File: config.mk
export PLATFORM = sky130hd
export DESIGN_NAME = camera_pixel_assembler
export DESIGN_NICKNAME = d
export VERILOG_FILES = /design/src/rtl/camera_pixel_assembler.sv
export SDC_FILE = /design/constraint.sdc
export NUM_CORES = 1
export LEC_CHECK = 0
export BUFFER_PORTS_ARGS = -buffer_cell sky130_fd_sc_hd__buf_2
export CORE_AREA = 3 3 171 90
export DETAILED_ROUTE_END_ITERATION = 16
export DIE_AREA = 0 0 174 93
export GPL_TIMING_DRIVEN = 1
export PLACE_DENSITY = 0.46
export SETUP_SLACK_MARGIN = 0.15
export SLEW_MARGIN = 20
export SYNTH_ARGS = -nofsm -noshare
export SYNTH_HDL_FRONTEND = slang
export SYNTH_SLANG_ARGS = --single-unit
File: constraint.sdc
create_clock -name clk_in -period 2.14 [get_ports clk_in]
set_input_delay 0 -clock clk_in [delete_from_list [all_inputs] [get_ports clk_in]]
set_output_delay 0 -clock clk_in [all_outputs]
set_load 0.005 [all_outputs]
File: src/rtl/camera_pixel_assembler.sv
// Packs BYTES_PER_PIXEL camera bytes into one pixel word on PCLK rising edges detected in clk_in.
// Optional macro CAM_ASM_LINE_LEN_EN adds per-line pixel count and a line-length mismatch pulse.
module camera_pixel_assembler #(
   parameter int HCOUNT_WIDTH    = 11,
   parameter int VCOUNT_WIDTH    = 10,
   parameter int BYTES_PER_PIXEL = 2,
   parameter int MSB_FIRST       = 1,
   parameter int FRAME_CNT_WIDTH = 8
) (
   input  logic                         clk_in,
   input  logic                         rst_in,
   input  logic                         camera_pclk_in,
   input  logic                         camera_hs_in,
   input  logic                         camera_vs_in,
   input  logic [7:0]                   camera_data_in,
   output logic                         pixel_valid_out,
   output logic [HCOUNT_WIDTH-1:0]      pixel_hcount_out,
   output logic [VCOUNT_WIDTH-1:0]      pixel_vcount_out,
   output logic [8*BYTES_PER_PIXEL-1:0] pixel_data_out,
   output logic                         frame_start_out,
   output logic                         line_end_out,
   output logic [FRAME_CNT_WIDTH-1:0]   frame_count_out,
   output logic                         partial_err_out
`ifdef CAM_ASM_LINE_LEN_EN
   ,
   output logic [HCOUNT_WIDTH-1:0]      line_len_out,
   output logic                         line_len_err_out
`endif
);

   localparam int IDX_W = (BYTES_PER_PIXEL > 1) ? $clog2(BYTES_PER_PIXEL) : 1;
   localparam logic [IDX_W-1:0] LAST_IDX = IDX_W'(BYTES_PER_PIXEL - 1);

   typedef logic [BYTES_PER_PIXEL-1:0][7:0] pixel_t;

   logic                       pclkPrev_q, pclkPrev_d;
   logic                       lastHs_q, lastHs_d;
   logic                       lastVs_q, lastVs_d;
   logic                       inFrame_q, inFrame_d;
   logic [IDX_W-1:0]           idx_q, idx_d;
   logic [HCOUNT_WIDTH-1:0]    hcount_q, hcount_d;
   logic [VCOUNT_WIDTH-1:0]    vcount_q, vcount_d;
   pixel_t                     pixBuf_q, pixBuf_d;
   logic                       valid_q, valid_d;
   logic [HCOUNT_WIDTH-1:0]    hcountOut_q, hcountOut_d;
   logic [VCOUNT_WIDTH-1:0]    vcountOut_q, vcountOut_d;
   pixel_t                     data_q, data_d;
   logic                       frameStart_q, frameStart_d;
   logic                       lineEnd_q, lineEnd_d;
   logic [FRAME_CNT_WIDTH-1:0] frameCnt_q, frameCnt_d;
   logic                       partialErr_q, partialErr_d;
`ifdef CAM_ASM_LINE_LEN_EN
   logic [HCOUNT_WIDTH-1:0]    lineLen_q, lineLen_d;
   logic                       lineLenErr_q, lineLenErr_d;
   logic [HCOUNT_WIDTH-1:0]    lineRef_q, lineRef_d;
   logic                       refValid_q, refValid_d;
`endif

   logic                       sample;
   logic                       hsFall;
   logic [IDX_W-1:0]           slot;
   pixel_t                     merged;

   // VS low takes priority over line end, which takes priority over byte capture.
   always_comb begin
      sample       = !pclkPrev_q && camera_pclk_in;
      hsFall       = lastHs_q && !camera_hs_in && camera_vs_in;
      slot         = (MSB_FIRST != 0) ? (LAST_IDX - idx_q) : idx_q;
      merged       = pixBuf_q;
      merged[slot] = camera_data_in;

      pclkPrev_d   = camera_pclk_in;
      lastHs_d     = lastHs_q;
      lastVs_d     = lastVs_q;
      inFrame_d    = inFrame_q;
      idx_d        = idx_q;
      hcount_d     = hcount_q;
      vcount_d     = vcount_q;
      pixBuf_d     = pixBuf_q;
      valid_d      = 1'b0;
      hcountOut_d  = hcountOut_q;
      vcountOut_d  = vcountOut_q;
      data_d       = data_q;
      frameStart_d = 1'b0;
      lineEnd_d    = 1'b0;
      frameCnt_d   = frameCnt_q;
      partialErr_d = 1'b0;
`ifdef CAM_ASM_LINE_LEN_EN
      lineLen_d    = lineLen_q;
      lineLenErr_d = 1'b0;
      lineRef_d    = lineRef_q;
      refValid_d   = refValid_q;
`endif

      if (sample) begin
         lastHs_d = camera_hs_in;
         lastVs_d = camera_vs_in;
         if (!camera_vs_in) begin
            vcount_d    = '0;
            hcount_d    = '0;
            idx_d       = '0;
            hcountOut_d = '0;
            vcountOut_d = '0;
`ifdef CAM_ASM_LINE_LEN_EN
            refValid_d  = 1'b0;
`endif
            if (lastVs_q) begin
               frameCnt_d = frameCnt_q + 1'b1;
               inFrame_d  = 1'b0;
            end
         end else if (hsFall) begin
            lineEnd_d    = 1'b1;
            vcount_d     = vcount_q + 1'b1;
            vcountOut_d  = vcount_q + 1'b1;
            hcount_d     = '0;
            partialErr_d = (idx_q != '0);
            idx_d        = '0;
`ifdef CAM_ASM_LINE_LEN_EN
            lineLen_d    = hcount_q;
            lineLenErr_d = refValid_q && (hcount_q != lineRef_q);
            lineRef_d    = hcount_q;
            refValid_d   = 1'b1;
`endif
         end else if (!camera_hs_in) begin
            idx_d = '0;
         end else begin
            pixBuf_d = merged;
            if (idx_q == LAST_IDX) begin
               valid_d      = 1'b1;
               data_d       = merged;
               hcountOut_d  = hcount_q;
               vcountOut_d  = vcount_q;
               hcount_d     = hcount_q + 1'b1;
               idx_d        = '0;
               frameStart_d = !inFrame_q;
               inFrame_d    = 1'b1;
            end else begin
               idx_d = idx_q + 1'b1;
            end
         end
      end
   end

   always_ff @(posedge clk_in) begin
      if (!rst_in) begin
         pclkPrev_q   <= 1'b0;
         lastHs_q     <= 1'b0;
         lastVs_q     <= 1'b0;
         inFrame_q    <= 1'b0;
         idx_q        <= '0;
         hcount_q     <= '0;
         vcount_q     <= '0;
         pixBuf_q     <= '0;
         valid_q      <= 1'b0;
         hcountOut_q  <= '0;
         vcountOut_q  <= '0;
         data_q       <= '0;
         frameStart_q <= 1'b0;
         lineEnd_q    <= 1'b0;
         frameCnt_q   <= '0;
         partialErr_q <= 1'b0;
`ifdef CAM_ASM_LINE_LEN_EN
         lineLen_q    <= '0;
         lineLenErr_q <= 1'b0;
         lineRef_q    <= '0;
         refValid_q   <= 1'b0;
`endif
      end else begin
         pclkPrev_q   <= pclkPrev_d;
         lastHs_q     <= lastHs_d;
         lastVs_q     <= lastVs_d;
         inFrame_q    <= inFrame_d;
         idx_q        <= idx_d;
         hcount_q     <= hcount_d;
         vcount_q     <= vcount_d;
         pixBuf_q     <= pixBuf_d;
         valid_q      <= valid_d;
         hcountOut_q  <= hcountOut_d;
         vcountOut_q  <= vcountOut_d;
         data_q       <= data_d;
         frameStart_q <= frameStart_d;
         lineEnd_q    <= lineEnd_d;
         frameCnt_q   <= frameCnt_d;
         partialErr_q <= partialErr_d;
`ifdef CAM_ASM_LINE_LEN_EN
         lineLen_q    <= lineLen_d;
         lineLenErr_q <= lineLenErr_d;
         lineRef_q    <= lineRef_d;
         refValid_q   <= refValid_d;
`endif
      end
   end

   assign pixel_valid_out  = valid_q;
   assign pixel_hcount_out = hcountOut_q;
   assign pixel_vcount_out = vcountOut_q;
   assign pixel_data_out   = data_q;
   assign frame_start_out  = frameStart_q;
   assign line_end_out     = lineEnd_q;
   assign frame_count_out  = frameCnt_q;
   assign partial_err_out  = partialErr_q;
`ifdef CAM_ASM_LINE_LEN_EN
   assign line_len_out     = lineLen_q;
   assign line_len_err_out = lineLenErr_q;
`endif

endmodule

# Word level (Yosys, flattened, before mapping)
# Cells that the tools add are included.
# Widths: inputs -> output; s select.
[word_totals]
register_bits = 91
input_bits = 13
out_inout_bits = 49
[classes]
add_sub_neg = 5
order_cmp = 2
eq_ne = 6
n_mux = 28
bitwise_logic = 6
reduce_logical = 19
[ops]
columns = ["op", "count"]
rows = [
  ["$mux 11", 8],
  ["$mux 10", 6],
  ["$bwmux 16", 1],
  ["$reduce_and 4->1", 3],
  ["$add 11x1->11 const B", 1],
  ["$mux 1", 11],
  ["$add 10x1->10 const B", 1],
  ["$reduce_and 5->1", 2],
  ["$reduce_and 3->1", 3],
  ["$add 8x1->8 const B", 1],
  ["$demux 8 s1", 1],
  ["$mux 8", 1],
  ["$not 1->1", 6],
  ["$reduce_or 6->1", 1],
  ["$reduce_or 5->1", 1],
  ["$logic_and 1x1->1", 4],
  ["$ne 2x1->1 const B", 2],
  ["$ne 2x2->1 const B", 2],
  ["$logic_not 1->1", 3],
  ["$ne 3x1->1 const B", 1],
  ["$ne 3x2->1 const B", 1],
  ["$lt 1x2->1 const B", 1],
  ["$reduce_and 2->1", 1],
  ["$reduce_bool 2->1", 1],
  ["3 further kinds", 3],
]

# Logic depth before layout (Yosys ltp)
# Gate-level depths: netlist of run 1.
[logic_depth]
depth_word = 6
depth_mapped = 7
depth_no_buf = 5

# Least setup slack after synthesis of run 1
# No wires, ideal clock.
[synth_path]
path_type = "reg2reg"
from = "reg hcount_q[3]"
to = "reg hcount_q[10]"
setup_ps = 70
arrival_time_ps = 1333
path_slack_ps = 737
path_stages_with_launch = 6
n_path_buf = 1
synth_period_minus_slack_ps = 1403
path_cell_list = "dfxtp_1 buf_2 and4_1 nand3_1 or4_1 a21oi_1"
[synth_via]
elab_chain_cells = 5
[synth_rtl]
columns = ["element", "line", "text"]
rows = [
  ["start, declared", "41", "logic [HCOUNT_WIDTH-1:0] hcount_q, hcount_d;"],
  ["start signal, assigned", "174", "hcount_q <= hcount_d;"],
  ["$add 11x1->11", "133", "hcount_d = hcount_q + 1'b1;"],
  ["$mux 11", "128", "if (idx_q == LAST_IDX) begin"],
  ["$mux 11", "124", "end else if (!camera_hs_in) begin"],
  ["$mux 11", "111", "end else if (hsFall) begin"],
  ["$mux 11", "98", "if (!camera_vs_in) begin"],
]
# No other way between the ends. The select of a mux whose other input is x is not followed.
# A chain may end at the register's enable or synchronous reset.

# Worst setup path in the final report of run 1
[layout_path]
from = "reg pclkPrev_q"
to = "reg hcount_q[5]"
[layout_via]
elab_chain_cells = 3
[layout_rtl]
columns = ["element", "line", "text"]
rows = [
  ["start, declared", "36", "logic pclkPrev_q, pclkPrev_d;"],
  ["start signal, assigned", "169", "pclkPrev_q <= pclkPrev_d;"],
  ["$logic_not 1->1", "66", "sample = !pclkPrev_q && camera_pclk_in;"],
  ["$logic_and 1x1->1", "66", ""],
  ["$reduce_and 3->1 (no source line)", "-", ""],
]
# No other way between the ends.

==> results.sh, run 1 <==
export IMPL_cts_tree="done"
export IMPL_cts_setup_buffers=0
export IMPL_clock_root_buffer="clkbuf_16"
export IMPL_worstSetupPathType="flop to flop"
export IMPL_dp_hpwl_um=6520
export IMPL_synth_compound_area_share_pct=15.3
export IMPL_cts_buffers=9
export IMPL_cts_max_level=3
export IMPL_ys_seq_elements=83
export IMPL_core_area_mm2=0.0141
export IMPL_tns_ns=0
export IMPL_grt_antenna_before_repair=0
export IMPL_path_max_fanout=17
export IMPL_num_io_pins=62
export IMPL_area_delta_synth_final_pct=25.5
export IMPL_synth_simple_area_share_pct=22.0
export IMPL_firstDrtPassIters=6
export IMPL_place_port_buffers=61
export IMPL_worst_slew_pin_slew_ns=0.606
export IMPL_stdcell_count=658
export IMPL_final_min_clock_period_ns=1.78
export IMPL_hold_depth=3
export IMPL_drc_errors=0
export IMPL_synth_largest_area_cell="dfxtp_1"
export IMPL_dr_total_vias=2979
export IMPL_synth_fa_ha_area_share_pct=1.09
export IMPL_synth_xor_area_share_pct=4.31
export IMPL_cts_resized=0
export IMPL_die_w_um=174
export IMPL_slew_headroom_pct=59.6
export IMPL_syn_cell_area_mm2=0.00346
export IMPL_layout_drive_gt1_share_pct=22.4
export IMPL_cts_sinks=83
export IMPL_die_area_mm2=0.0162
export IMPL_async_flop_share_pct=0
export IMPL_synth_mux_area_fraction_pct=3.80
export IMPL_cp_end_kind="flop"
export IMPL_rows=31
export IMPL_setup_viol=0
export IMPL_cp_slowest_cell="or4_1"
export IMPL_synth_distinct_cells=50
export IMPL_synth_top_area_share_pct=48.0
export IMPL_clk_path_buf_depth=2
export IMPL_place_area_mm2=0.00396
export IMPL_hold_ws_ns=0.101
export IMPL_period_share_pct=83.4
export IMPL_routedWlPerCell_um=14.2
export IMPL_fillCellCount=1506
export IMPL_status="complete, no violations"
export IMPL_yosysWarningCount=0
export IMPL_globalplace_congestion=0.783
export IMPL_clk_latency_ns=0.34
export IMPL_num_antenna_cells=0
export IMPL_arrival_ns=2.04
export IMPL_synth_edf_count=0
export IMPL_crit_chain="and2b_1, o31ai_4, buf_4, or4_1, a21oi_1"
export IMPL_synth_top_family_by_area="simple AND/OR/NAND/NOR gates"
export IMPL_hp_class="input pin to flop"
export IMPL_synth_fp_nets=408
export IMPL_worstRegToRegCells=5
export IMPL_finalHoldViolCount=0
export IMPL_via_per_inst=4.53
export IMPL_grt_pass1_wl_um=15100
export IMPL_routed_wl_um=9340
export IMPL_ys_top_cells_by_area="dfxtp_1 (48%), nand2_1 (4.9%), a21oi_1 (4.5%)"
export IMPL_cp_required_ns=2.39
export IMPL_grt_ovfl_total=0
export IMPL_rsz0062_at_grt="no"
export IMPL_grt_max_degree=55
export IMPL_cap_violations=0
export IMPL_final_area_mm2=0.00434
export IMPL_fmax_mhz=560
export IMPL_ir_worst_vdd_mv=0.303
export IMPL_postCtsHoldBufs=10
export IMPL_pre_cts_slack_ns=0.400
export IMPL_synth_area_per_cell_um2=8.82
export IMPL_synth_ff_type="dfxtp_1"
export IMPL_track_usage_pct=11.8
export IMPL_p_per_area_mw_per_mm2=735
export IMPL_crit_path_max_incr_delay_ns=0.50
export IMPL_finalPower_mw=3.19
export IMPL_synth_seq_area_share_pct=48.0
export IMPL_maxSlewViolCount=0
export IMPL_synthCells=392
export IMPL_path_clk_slew_ns=0.07
export IMPL_final_util_pct=30.7
export IMPL_grt_pass1_vias=2753
export IMPL_die_y_um=93
export IMPL_p_leak_nw=1.60
export IMPL_cp_start_kind="flop"
export IMPL_nNetsFinal=471
export IMPL_fin_skew_ns=0.00867
export IMPL_drtAntennaViolNets=0
export IMPL_placedCellCount=632
export IMPL_drtIter0Drc=248
export IMPL_start_util_pct=24.5
export IMPL_layout_setup_ws_ns=0.355
-- metal layers --
metal	GRT usage, %	up-vias	wire length (um)
met5	0	-	0
met4	3.01	0	54
met3	4.18	7	602
met2	14.7	79	3410
met1	18.4	1393	5270
li1	-	1500	-
-- sequential cells by signal, indices dropped and copies added, names as in the netlist --
signal / cells
pixel_data_out: 16
pclkPrev_q: 1
lastHs_q: 1
line_end_out: 1
pixBuf_q: 8
frame_start_out: 1
vcount_q: 10
pixel_vcount_out: 10
idx_q: 1
inFrame_q: 1
partial_err_out: 1
frame_count_out: 8
hcount_q: 11
lastVs_q: 1
pixel_hcount_out: 11
pixel_valid_out: 1
-- placed cells by master, fill, tap and decap left out, types with 2 or more instances in the layout --
master          n
ha_1            3
o211ai_1        2
and2_1          3
nand3_1        21
o31ai_1         6
o21ai_0         3
a31oi_1         2
inv_1           8
nand4_1        12
clkinvlp_4      3
mux2i_1        12
xor2_1          7
o21ai_1        10
buf_4          11
dlygate4sd3_1  10
nor2_1         40
or3_1           2
clkinv_2        2
nor3_1          6
dfxtp_1        83
nand2_1        45
and3_1          3
buf_2          61
nand2b_1        2
or4_1           6
a21oi_1        31
clkbuf_16       9
or2_2           3
a22oi_1        20
xnor2_1        10
-- Yosys cell counts (2+ instances only) --
cell      number
o21ai_0        3
nand3_1       21
or2_2          3
and2_1         3
clkbuf_1      15
inv_1          8
xor2_1         7
ha_1           3
buf_6          2
a31oi_1        2
nor3_1         6
nand4_1       12
or3_1          2
buf_1          2
o31ai_1        6
buf_4          3
buf_2          8
o211ai_1       2
dfxtp_1       83
nand2b_1       2
nand2_1       45
xnor2_1       10
a22oi_1       20
nor2_1        41
or4_1          6
and3_1         3
o21ai_1       10
a21oi_1       31
mux2i_1       12
-- kinds of logic (layout without fill, tap and decap cells) --
group	after synthesis	count (layout)
muxes	13	13
DFF	83	83
and+or+nand+nor	154	154
buffers and inverters	40	108
AOI/OAI and AO/OA	82	82
adders and majority gates	3	3
xor gates and xnor gates	17	17
-- path summary, 6_finish.rpt --
| path | start | slack [ns] | endpoint |
|---|---|---|---|
| max | pclkPrev_q | 0.36 | hcount_q[5] |
| min | camera_vs_in | 0.10 | pixel_vcount_out[9] |
| max reg2reg | pclkPrev_q | 0.36 | hcount_q[5] |
| min reg2reg | inFrame_q | 0.42 | frame_start_out |
-- critical path: cells and delay by family (launching register included) --
| family | cells | cell delay, ns |
|---|---|---|
| DFF | 1 | 0.33 |
| and+or+nand+nor | 2 | 0.85 |
| buffers and inverters | 1 | 0.20 |
| AOI/OAI and AO/OA | 2 | 0.31 |
-- power breakdown --
part | leakage (nW) | internal, mW | switching, mW
logic | 0.796 | 0.0581 | 0.0973
clock network | 0.130 | 0.816 | 0.654
registers | 0.670 | 1.56 | 0.00788
-- cell type report --
type	instances	area [um^2]	area share (%)
clock buffers	10	239	5.51
clock inverters	6	41.3	0.952
inverters	10	37.5	0.865
multi-input cells	269	1620	37.4
flip-flops and latches	83	1660	38.3
well taps	198	248	5.71
repair buffers	82	488	11.2
(Power assumes the default switching activity.)
==> run 2: changes to the inputs <==
--- a/config.mk
+++ b/config.mk
@@ -10,7 +10,7 @@
 export DETAILED_ROUTE_END_ITERATION = 16
 export DIE_AREA = 0 0 174 93
 export GPL_TIMING_DRIVEN = 1
-export PLACE_DENSITY = 0.46
+export PLACE_DENSITY = 0.48
 export SETUP_SLACK_MARGIN = 0.15
 export SLEW_MARGIN = 20
 export SYNTH_ARGS = -nofsm -noshare
==> constraint.sdc (replaced) <==
create_clock -name clk_in -period 1.5 [get_ports clk_in]
set_input_delay 0 -clock clk_in [delete_from_list [all_inputs] [get_ports clk_in]]
set_output_delay 0 -clock clk_in [all_outputs]
set_load 0.005 [all_outputs]
==> run 2 against run 1 <==
Against the previous run:
- the run now ends with negative setup slack left
- sequential share of layout area is 6.5 points lower
- clock skew is 0.0011 ns lower
- worst hold slack worse by 0.013 ns
- cell area is 22% higher
==> results.sh, run 2 (synthesis gave the netlist of run 1 again) <==
export IMPL_status="complete, but fails checks"
export IMPL_failed_checks="negative setup slack"
export IMPL_finalPower_mw=5.13
export IMPL_start_util_pct=24.5
export IMPL_cts_buffers=9
export IMPL_grt_max_degree=55
export IMPL_arrival_ns=1.78
export IMPL_pwr_share_clk_pct=48.7
export IMPL_largest_reg_flops=16
export IMPL_path_clk_slew_ns=0.06
export IMPL_worstRegToRegCells=5
export IMPL_slew_headroom_pct=72.7
export IMPL_period_share_pct=101
export IMPL_fin_skew_ns=0.00759
export IMPL_switching_share_pct=21.0
export IMPL_num_io_pins=62
export IMPL_pre_cts_slack_ns=-0.0184
export IMPL_track_usage_pct=12.5
export IMPL_path_max_fanout=7
export IMPL_drtIter0Drc=180
export IMPL_place_area_mm2=0.00423
export IMPL_final_util_pct=37.4
export IMPL_worst_slew_pin_slew_ns=0.411
export IMPL_place_port_buffers=61
export IMPL_drtAntennaViolNets=0
export IMPL_core_area_mm2=0.0141
export IMPL_final_min_clock_period_ns=1.52
export IMPL_area_delta_synth_final_pct=52.7
export IMPL_hp_class="input pin to flop"
export IMPL_ir_worst_vdd_mv=0.420
export IMPL_dr_total_vias=3220
export IMPL_maxSlewViolCount=0
export IMPL_firstDrtPassIters=4
export IMPL_grt_pass1_wl_um=15900
export IMPL_cts_tree="done"
export IMPL_globalplace_congestion=0.815
export IMPL_die_y_um=93
export IMPL_grt_antenna_before_repair=0
export IMPL_cap_violations=0
export IMPL_rows=31
export IMPL_layout_setup_ws_ns=-0.0184
export IMPL_p_int_mw=4.05
export IMPL_fmax_mhz=659
export IMPL_routed_wl_um=10300
export IMPL_rsz0062_at_grt="yes"
export IMPL_clock_root_buffer="clkbuf_16"
export IMPL_seq_power_share_pct=43.5
export IMPL_dp_hpwl_um=6730
export IMPL_routedWlPerCell_um=14.6
export IMPL_grt_pass1_vias=2982
export IMPL_p_per_area_mw_per_mm2=971
export IMPL_finalHoldViolCount=0
export IMPL_power_switching_mw=1.08
export IMPL_layout_drive_gt1_share_pct=39.4
export IMPL_cts_max_level=3
export IMPL_setup_viol=1
export IMPL_num_antenna_cells=0
export IMPL_final_cell_mix="dfxtp_1 (75), buf_2 (61), nor2_1 (39)"
export IMPL_hold_depth=3
export IMPL_layout_commonest_cell="dfxtp_1"
export IMPL_cp_end_kind="flop"
export IMPL_worstSetupPathType="flop to flop"
export IMPL_combPwrFrac_pct=7.8
export IMPL_die_w_um=174
export IMPL_clk_path_buf_depth=2
export IMPL_placedCellCount=659
export IMPL_cts_sinks=83
export IMPL_grt_ovfl_total=0
export IMPL_cp_start_kind="flop"
export IMPL_stdcell_count=705
export IMPL_clk_latency_ns=0.33
export IMPL_p_leak_nw=2.01
export IMPL_die_area_mm2=0.0162
export IMPL_via_per_inst=4.57
export IMPL_final_area_mm2=0.00528
export IMPL_cp_required_ns=1.76
export IMPL_drc_errors=0
export IMPL_nNetsFinal=518
==> run 2: cell count changes in the layout (fill, tap and decap cells not counted), moves of 4 or more <==
cell	previous run	this run
buf_4	11	36
nand3_1	21	10
dfxtp_1	83	75
buf_12	0	7
nand2_1	45	38
nand3_2	0	7
a21oi_1	31	25
a21oi_2	0	6
buf_6	0	6
dfxtp_2	0	6
a22oi_1	20	16
a22oi_2	0	4
nand2_4	0	4
nand3_4	0	4
==> run 2: final cells by class <==
| cell class | count | area [um^2] |
|---|---|---|
| clock buffers | 12 | 236 |
| clock inverters | 4 | 98.8 |
| fillers | 1439 | 8840 |
| inverters | 10 | 37.5 |
| multi-input cells | 269 | 1900 |
| flip-flops and latches | 83 | 1680 |
| well taps | 198 | 248 |
| repair buffers | 129 | 1080 |
==> run 2: per-layer routing <==
metal,part of all wire [%],track usage (%),up-vias
met3,6.7,4.62,6
li1,-,-,1598
met1,54,19.1,1526
met5,0,0,-
met2,39,16.2,90
met4,0.38,2.41,0
==> run 2: timing repair <==
item | 4_1_cts | 5_1_grt
endpoints found under the setup margin | 36 | 75
gates resized for setup | 22 | 61
pin swaps | 15 | 22
hold buffers | 11 | 0
endpoints found under the hold margin | 19 | 0
buffers inserted | 8 | 5
gates cloned | 3 | 3
==> run 2: final timing paths <==
kind / startpoint / endpoint / slack (ns)
max: pclkPrev_q / hcount_q[7] / -0.02
min reg2reg: inFrame_q / frame_start_out / 0.43
max reg2reg: pclkPrev_q / hcount_q[7] / -0.02
min: camera_pclk_in / lastVs_q / 0.09
==> run 2: power by group through the flow <==
| stage | clock network (mW) | logic [mW] | registers (mW) |
|---|---|---|---|
| 5_1_grt | 2.68 | 0.428 | 2.23 |
| 3_5_place_dp | 0 | 0.248 | 2.28 |
| 2_1_floorplan | 0 | 0.138 | 2.28 |
| 6_report | 2.49 | 0.402 | 2.23 |
| 4_1_cts | 2.57 | 0.342 | 2.23 |
| 3_3_place_gp | 0 | 0.245 | 2.28 |
==> run 2: worst max-delay path, cell delays in order, from the launching register on <==
cell,delay [ns]
dfxtp_2,0.31
and2b_2,0.23
o31ai_4,0.12
buf_12,0.16
or4_1,0.49
a21oi_1,0.14
==> run 2: per-stage QoR <==
step	setup TNS [ns]	hold slack (ns)
floorplan	0	0.122
global route	-0.294	0.0967
global placement	0	0.255
detailed placement	-0.0221	0.263
CTS	0	0.0763
finish	-0.0184	0.0885
